===== src/rtl/cordic_pkg.sv =====
// Shared definitions for the linear-mode CORDIC multiplier.
// Defaults, fixed-point constant helpers and the FSM state type.
package cordic_pkg;

  localparam int DEF_WORD_LENGTH       = 18;
  localparam int DEF_FRAC_LENGTH       = 11;
  localparam int DEF_NUM_OF_ITERATIONS = 11;
  localparam int DEF_SCALE             = 5;

  function automatic int fx_one(input int frac);
    return 1 << frac;
  endfunction

  function automatic int fx_half(input int frac);
    return fx_one(frac) >> 1;
  endfunction

  typedef enum logic [1:0] {
    IDLE,
    RUN,
    DONE
  } state_t;

endpackage


===== src/rtl/cordic_linear_microrotation.sv =====
// One linear-mode rotation step: d = sign(z), y += d*x>>>s,
// z -= d*(1.0>>s); y and z hold once z reaches zero.
module cordic_linear_microrotation
  import cordic_pkg::*;
#(
  parameter int ACC_W       = 25,
  parameter int WORD_LENGTH = DEF_WORD_LENGTH,
  parameter int FRAC_LENGTH = DEF_FRAC_LENGTH,
  parameter int SHIFT_W     = 4
) (
  input  logic signed [ACC_W-1:0]       y,
  input  logic signed [WORD_LENGTH-1:0] z,
  input  logic signed [ACC_W-1:0]       x,
  input  logic        [SHIFT_W-1:0]     shift,
  output logic signed [ACC_W-1:0]       y_next,
  output logic signed [WORD_LENGTH-1:0] z_next
);

  localparam logic signed [WORD_LENGTH-1:0] ONE =
    WORD_LENGTH'(fx_one(FRAC_LENGTH));

  logic signed [ACC_W-1:0]       x_sh;
  logic signed [WORD_LENGTH-1:0] step;

  assign x_sh = x >>> shift;
  assign step = ONE >>> shift;

  always_comb begin
    y_next = y;
    z_next = z;
    if (z != '0) begin
      if (z[WORD_LENGTH-1]) begin
        y_next = y - x_sh;
        z_next = z + step;
      end else begin
        y_next = y + x_sh;
        z_next = z - step;
      end
    end
  end

endmodule


===== src/rtl/linear_cordic_multiplier.sv =====
// Iterative linear CORDIC multiplier: Product = X*Z, one
// micro-rotation per cycle, fixed latency, saturating output.
module linear_cordic_multiplier
  import cordic_pkg::*;
#(
  parameter int WORD_LENGTH       = DEF_WORD_LENGTH,
  parameter int FRAC_LENGTH       = DEF_FRAC_LENGTH,
  parameter int NUM_OF_ITERATIONS = DEF_NUM_OF_ITERATIONS,
  parameter int SCALE             = DEF_SCALE
) (
  input  logic                          CLK,
  input  logic                          RST,
  input  logic                          Enable,
  input  logic signed [WORD_LENGTH-1:0] Multiplicand,
  input  logic signed [WORD_LENGTH-1:0] Multiplier,
  output logic signed [WORD_LENGTH-1:0] Product,
  output logic                          Valid,
  output logic                          Busy
);

  localparam int ACC_W  = WORD_LENGTH + SCALE + 2;
  // y carries SCALE guard bits below the product LSB to keep
  // the truncation of x>>>i from accumulating across iterations.
  localparam int GUARD  = SCALE;
  localparam int CNT_W  = $clog2(NUM_OF_ITERATIONS + 2);
  localparam int WIDE_W = ACC_W + SCALE + 1;

  localparam logic [CNT_W-1:0] LAST =
    CNT_W'(NUM_OF_ITERATIONS);
  localparam logic signed [WORD_LENGTH-1:0] ONE =
    WORD_LENGTH'(fx_one(FRAC_LENGTH));
  localparam logic signed [WIDE_W-1:0] P_MAX =
    {{(WIDE_W-WORD_LENGTH+1){1'b0}},
     {(WORD_LENGTH-1){1'b1}}};
  localparam logic signed [WIDE_W-1:0] P_MIN =
    {{(WIDE_W-WORD_LENGTH+1){1'b1}},
     {(WORD_LENGTH-1){1'b0}}};
  localparam logic signed [WIDE_W-1:0] BIAS =
    WIDE_W'(fx_half(GUARD));

  state_t                        state;
  logic signed [WORD_LENGTH-1:0] x_q;
  logic signed [WORD_LENGTH-1:0] z_q;
  logic signed [WORD_LENGTH-1:0] z_next;
  logic signed [ACC_W-1:0]       y_q;
  logic signed [ACC_W-1:0]       y_next;
  logic signed [ACC_W-1:0]       x_ext;
  logic        [CNT_W-1:0]       cnt;
  logic                          scaled;
  logic                          big_z;
  logic signed [WIDE_W-1:0]      y_wide;
  logic signed [WIDE_W-1:0]      y_round;
  logic signed [WORD_LENGTH-1:0] prod_sat;

  assign big_z = (Multiplier >= ONE) || (Multiplier <= -ONE);
  assign x_ext = ACC_W'(x_q) <<< GUARD;

  cordic_linear_microrotation #(
    .ACC_W       (ACC_W),
    .WORD_LENGTH (WORD_LENGTH),
    .FRAC_LENGTH (FRAC_LENGTH),
    .SHIFT_W     (CNT_W)
  ) u_rot (
    .y      (y_q),
    .z      (z_q),
    .x      (x_ext),
    .shift  (cnt),
    .y_next (y_next),
    .z_next (z_next)
  );

  // Undo range reduction, drop guard bits with rounding, clamp.
  always_comb begin
    y_wide = WIDE_W'(y_q);
    if (scaled)
      y_wide = y_wide <<< SCALE;
    y_round = (y_wide + BIAS) >>> GUARD;
    if (y_round > P_MAX)
      prod_sat = P_MAX[WORD_LENGTH-1:0];
    else if (y_round < P_MIN)
      prod_sat = P_MIN[WORD_LENGTH-1:0];
    else
      prod_sat = y_round[WORD_LENGTH-1:0];
  end

  always_ff @(posedge CLK) begin
    if (RST) begin
      state   <= IDLE;
      x_q     <= '0;
      z_q     <= '0;
      y_q     <= '0;
      cnt     <= '0;
      scaled  <= 1'b0;
      Product <= '0;
      Valid   <= 1'b0;
      Busy    <= 1'b0;
    end else begin
      Valid <= 1'b0;
      unique case (state)
        IDLE: begin
          if (Enable) begin
            x_q <= Multiplicand;
            y_q <= '0;
            cnt <= '0;
            if (big_z) begin
              z_q    <= Multiplier >>> SCALE;
              scaled <= 1'b1;
            end else begin
              z_q    <= Multiplier;
              scaled <= 1'b0;
            end
            Busy  <= 1'b1;
            state <= RUN;
          end
        end
        RUN: begin
          y_q <= y_next;
          z_q <= z_next;
          if (cnt == LAST)
            state <= DONE;
          else
            cnt <= cnt + CNT_W'(1);
        end
        DONE: begin
          Product <= prod_sat;
          Valid   <= 1'b1;
          Busy    <= 1'b0;
          state   <= IDLE;
        end
        default: state <= IDLE;
      endcase
    end
  end

endmodule


===== config.mk =====
export PLATFORM = sky130hd
export DESIGN_NAME = linear_cordic_multiplier
export DESIGN_NICKNAME = d
export VERILOG_FILES = /design/src/rtl/cordic_pkg.sv /design/src/rtl/cordic_linear_microrotation.sv /design/src/rtl/linear_cordic_multiplier.sv
export SDC_FILE = /design/constraint.sdc
export NUM_CORES = 1
export LEC_CHECK = 0
export ABC_AREA = 1
export ABC_CLOCK_PERIOD_IN_PS = 9900
export BUFFER_PORTS_ARGS = -buffer_cell sky130_fd_sc_hd__buf_2
export CORE_ASPECT_RATIO = 0.5
export CORE_MARGIN = 1.5
export CORE_UTILIZATION = 31
export DETAILED_ROUTE_END_ITERATION = 8
export PLACE_DENSITY = 0.55
export SLEW_MARGIN = 40
export SYNTH_ARGS = -nofsm -noshare
export SYNTH_HDL_FRONTEND = slang
export SYNTH_HIERARCHICAL = 1
export SYNTH_SLANG_ARGS = --single-unit
export TNS_END_PERCENT = 20

===== constraint.sdc =====
create_clock -name CLK -period 9.9 [get_ports CLK]
set_input_delay 0.99 -clock CLK [delete_from_list [all_inputs] [get_ports CLK]]
set_output_delay 0.99 -clock CLK [all_outputs]
set_load 0.05 [all_outputs]

# Yosys cells after proc, flatten, opt, wreduce, memory -nomap -nowiden
# Cells that the tools add are included.
# totals
out_inout_bits	20
reg_bits	88
in_bits	39
word_cells	60
# classes
n_reduce_logical	10
add_sub_neg	6
magnitude_cmp	4
n_eq_ne	7
shift	2
mux	22
# op_table
op	n
two-way mux 18 bit	5
two-way mux 25 bit	3
case mux 25 bit (2 select lines)	1
case mux 18 bit (2 select lines)	1
adder 30 x 6 -> 31 bit (second input constant)	1
two-way mux 29 bit	1
> comparator 26 x 18 -> 1 bit (second input constant)	1
< comparator 26 x 18 -> 1 bit (second input constant)	1
adder 25 bit	1
>>> shifter 23 x 4 -> 25 bit	1
subtractor 25 bit	1
adder 18 bit	1
>= comparator 18 x 13 -> 1 bit (second input constant)	1
<= comparator 18 x 12 -> 1 bit (second input constant)	1
nonzero test 18 bit	1
>>> shifter 13 x 4 -> 18 bit (first input constant)	1
subtractor 18 bit	1
two-way mux 17 bit	1
two-way mux 4 bit	2
case mux 4 bit (2 select lines)	1
!= test 2 bit (second input constant)	3
AND reduction 2 bit	3
AND reduction 3 bit	2
adder 4 x 1 -> 4 bit (second input constant)	1
other kinds (11)	15

# Logic depth before layout (Yosys ltp)
# depth
word_depth	5
ltp_mapped	33
mapped_depth_nobuf	32

# Hierarchy
# Netlist, hierarchy kept.
# modules_own_cells
mod	instances	cells_each	area_per_inst_um2	seq_area_each_um2
linear_cordic_multiplier	1	750	4964.8	1761.7
cordic_linear_microrotation	1	820	4526.8	0.0

# Worst setup path before layout
# No wires, ideal clock.
# synth_timing
path_type	register to register
from	register cnt[3]
to	register z_q[14]
path_stages_with_launch	25
path_slack_ns	5.931
path_buffers	2
setup_time_ns	0.065
t_arrival_ns	3.904
t_required_ns	9.835
period_less_slack_ns	3.969
path_cell_list	dfxtp_1 buf_2 inv_2 clkbuf_1 nor2_1 inv_1 nor2_1 inv_1 ha_1 nand2_1 o21ai_0 fa_1 nand3_1 nand2_1 a31oi_1 o21ai_0 a21boi_0 o21ai_0 a21boi_0 o21ai_0 a21oi_1 nand2_1 a21oi_1 a21oi_1 nor2_1
# synth_between
elab_chain_len	5
word_cells_on_any_way	6
cone_classes	add/sub: 2; shift: 1; mux: 3
# synth_rtl
item	line	rtl
from (decl)	linear_cordic_multiplier.sv:48	logic [CNT_W-1:0] cnt;
from (signal assigned)	linear_cordic_multiplier.sv:122	cnt <= cnt + CNT_W'(1);
>>> shifter 13 x 4 -> 18 bit *	cordic_linear_microrotation.sv:26	assign step = ONE >>> shift;
subtractor 18 bit / adder 18 bit (equally long branches)	cordic_linear_microrotation.sv:37, cordic_linear_microrotation.sv:34	
two-way mux 18 bit *	cordic_linear_microrotation.sv:32	if (z[WORD_LENGTH-1]) begin
two-way mux 18 bit *	cordic_linear_microrotation.sv:31	if (z != '0) begin
net z_next[14]	linear_cordic_multiplier.sv:44	logic signed [WORD_LENGTH-1:0] z_next;
case mux 18 bit (2 select lines) *	linear_cordic_multiplier.sv:99	unique case (state)
to (signal assigned)	linear_cordic_multiplier.sv:106	z_q <= Multiplier >>> SCALE;
to (signal assigned)	linear_cordic_multiplier.sv:109	z_q <= Multiplier;
to (signal assigned)	linear_cordic_multiplier.sv:118	z_q <= z_next;
to (decl)	linear_cordic_multiplier.sv:43	logic signed [WORD_LENGTH-1:0] z_q;
# The timed path passes the listed nets; every way through them passes the cells marked *. The select of a mux whose other input is x is not followed.
# A chain may end at the register's enable or synchronous reset.

# Final worst setup path
# layout_timing
from	register cnt[0]
to	register y_q[21]
# layout_between
elab_chain_len	5
word_cells_on_any_way	6
cone_classes	add/sub: 2; shift: 1; mux: 3
# layout_rtl
item	line	rtl
>>> shifter 23 x 4 -> 25 bit *	cordic_linear_microrotation.sv:25	assign x_sh = x >>> shift;
adder 25 bit / subtractor 25 bit (equally long branches)	cordic_linear_microrotation.sv:36, cordic_linear_microrotation.sv:33	
two-way mux 25 bit *	cordic_linear_microrotation.sv:32	
two-way mux 25 bit *	cordic_linear_microrotation.sv:31	
net y_next[21]	linear_cordic_multiplier.sv:46	logic signed [ACC_W-1:0] y_next;
case mux 25 bit (2 select lines) *	linear_cordic_multiplier.sv:99	
to (signal assigned)	linear_cordic_multiplier.sv:117	y_q <= y_next;
to (decl)	linear_cordic_multiplier.sv:45	logic signed [ACC_W-1:0] y_q;
# Marked as above.

==> reports/results.md <==
Routing
• via count: 9972
• number of optimization iterations in the first detailed-route pass: 7
• ratio of routed vias to standard cells: 4.99
• Iter 0 DRT Violations: 764
• drc violations: 0
• detailed-route wire length: 28.7 mm
• Post-DRT Antenna Nets: 0
• wire length per cell: 14.4 um

Floorplan
• effective utilization at floorplan: 31.4%
• die extent in x: 250 um
• Total Die Area: 31700 um2
• I/O pins: 59
• row count: 45
• core area: 30200 um2
• chip height: 127 um

Logic synthesis
• Mapped Cells: 1570
• Post-synth top cells: nand2_1 (476), nand3_1 (148), nor2_1 (128)
• fraction of synthesis flops using an asynchronous set or reset pin: 0%
• share of Yosys cell area claimed by the top area cell type: 18.8%
• biggest area consumer among synthesized cells: nand2_1
• Synth area leaders: nand2_1 (19%), dfxtp_1 (19%), nand3_1 (7.8%), ha_1 (6.3%), a21oi_1 (5.1%)
• flip-flop and latch count after synthesis: 88
• post-synth design cell area: 9490 um2
• Warnings, synthesis: 6
• Yosys cell types: 52
• Post-Synthesis Mean Instance Area: 6.05 um2
• cell with the most instances after synthesis: nand2_1
• share of synthesized area occupied by flip-flops and latches: 18.6%
• number of enable-type register cells in the synthesized netlist: 0
• prevailing post-synth register cell: dfxtp_1

Finish
• number of diodes added for antenna fixing: 0
• Register Area: 1760 um2
• number of standard cells in the final layout excluding fillers: 1998
• number of nets in the layout: 1683
• number of filler instances in the final layout: 3400
• share of cells above drive strength 1: 12.7%
• synthesis-to-finish area growth: 8.79%
• Multi-input gate area: 6880 um2

Min path
• worst min-delay path category: register to register
• min-delay src: Product[17]

Power and ir drop
• P per Cell Area: 133 nW/um2
• Design Power: 0.00138 W
• VDD IR-drop max: 97.0 uV
• static leakage: 4.79 nW

Clock network
• CTS resizes: 0
• CTS clock-pin slew for the worst setup and hold paths: 0.08 ns
• CTS Hold Buffers Added: 0
• post-CTS setup repair buffer count: 0
• root buffer cell: clkbuf_16
• clock sink total: 88
• clock tree from TritonCTS: done
• maximum clock insertion buffer count: 2
• number of clock buffers inserted by TritonCTS: 9
• CTS HTree Levels: 3
• Skew-Pair Late Insertion Delay: 0.38 ns

STA
• final max-slew violation count: 0
• post-route clock skew: 0.0150 ns
• setup repair after global routing missed its margin: no
• actual slew at the worst max-slew pin: 0.831 ns
• fmax: 0.206 GHz
• relative max-transition margin: 44.4%
• total count of hold-check failures in the final report: 0
• Total Negative Setup Slacks: 0 ns
• post-route fraction of the period consumed by the critical path: 49.1%
• setup-violating endpoint count in the final report: 0
• time the worst path needs with I/O delays and setup: 4.86 ns

Place
• count of buffers inserted at the top-level ports: 58
• HPWL after DPL: 22.3 mm
• routability cong.: 0.934
• placed cell count: 1982

Setup path
• start point of the critical path: cnt[0]
• Slowest cell on crit path: nor4_1
• sort of element at the end of the critical path: register
• Setup Crit Path Kind: register to register
• slowest cell delay on critical path: 0.40 ns
• critical path's most frequent cell: nand2_1
• reg-to-reg startpoint: cnt[0]
• arrival time at the worst endpoint: 5.11 ns
• nature of the critical path startpoint: register
• worst-path maximum fanout: 27
• required time worst endpoint: 10.15 ns

GRT
• via count of the first global-routing pass: 8989
• global-route usage over all layers: 18.0%
• largest net degree at the start of global routing: 55
• initial antenna violation count: 0
• total congestion overflow: 0
• first-pass GRT wire length: 46.3 mm

Job
• max-cap viol count: 0

Outcome
• status: completed

## cell families (layout without fill, tap and decap cells)
kind of cell | after synthesis | in the layout | share of synthesized area, %
adder cells (fa/ha/maj) | 50 | 50 | 6.75
AND/OR/NAND/NOR | 885 | 885 | 41.8
AO/OA/AOI/OAI | 279 | 279 | 17.2
other | 1 | 9 | 0.0395
flip-flops | 88 | 88 | 18.6
XOR/XNOR | 68 | 68 | 6.27
buffers and inverters | 199 | 220 | 9.39
## power breakdown
| group | switching [W] | internal (W) |
|---|---|---|
| sequential | 0.0000421 | 0.000380 |
| combinational | 0.000373 | 0.000208 |
| clock | 0.000164 | 0.000210 |
| total | 0.000579 | 0.000799 |
## routing by layer
layer  share of wire (%)  global-route usage, %
met5                   0                      0
met1                  52                   25.8
met3                 4.4                   3.32
met4                 1.1                   3.92
met2                  42                   28.1
## sequential cells by signal, indices dropped and copies added, names as in the netlist
signal	flops
y_q	25
Busy	1
x_q	18
Valid	1
z_q	18
scaled	1
cnt	4
Product	18
state	2
## worst paths after layout
path	slack, ns	to	cells after the start
worst max register to register	5.04	y_q[21]	27
worst max-delay path	5.04	y_q[21]	27
worst min-delay path	0.47	Product[17]	2
worst min register to register	0.47	Product[17]	2
## critical path: cells and delay by family (launching register included)
| kind | cells | cell delay [ns] |
|---|---|---|
| adders and majority gates | 2 | 0.58 |
| buffers and inverters | 3 | 0.59 |
| and+or+nand+nor | 16 | 2.22 |
| AOI/OAI and AO/OA | 5 | 0.81 |
| xor gates and xnor gates | 1 | 0.15 |
| DFF | 1 | 0.34 |
## layout make-up
type | instances | share of cell area [%]
timing repair buffer | 68 | 3.54
multi-input combinational | 1291 | 66.6
clock buffer | 12 | 2.48
clock inverter | 4 | 0.497
inverter | 136 | 4.99
sequential | 88 | 17.1
tap | 399 | 4.83
## stage by stage
stage | area, um2 | hold slack (ns) | util (%) | worst slack (ns)
floorplan | 9520 | 0.454 | - | 5.93
global placement | 10000 | 0.456 | 33.1 | 5.01
detailed placement | 10000 | 0.463 | 33.1 | 5.02
CTS | 10300 | 0.473 | 34.2 | 5.02
global route | 10300 | 0.489 | 34.2 | 4.56
finish | 10300 | 0.474 | 34.2 | 5.04
## placed cells by master (no fill, tap or decap), types with 23 or more instances in the layout
cell,instances
nand2_1,476
nand3_1,148
nor2_1,125
inv_1,120
a21oi_1,96
o21ai_0,90
dfxtp_1,88
buf_2,58
ha_1,48
xor2_1,42
nand2_2,31
a22oi_1,28
xnor2_1,26
nor2_2,23
No activity file was read; power rests on OpenSTA's default activity.
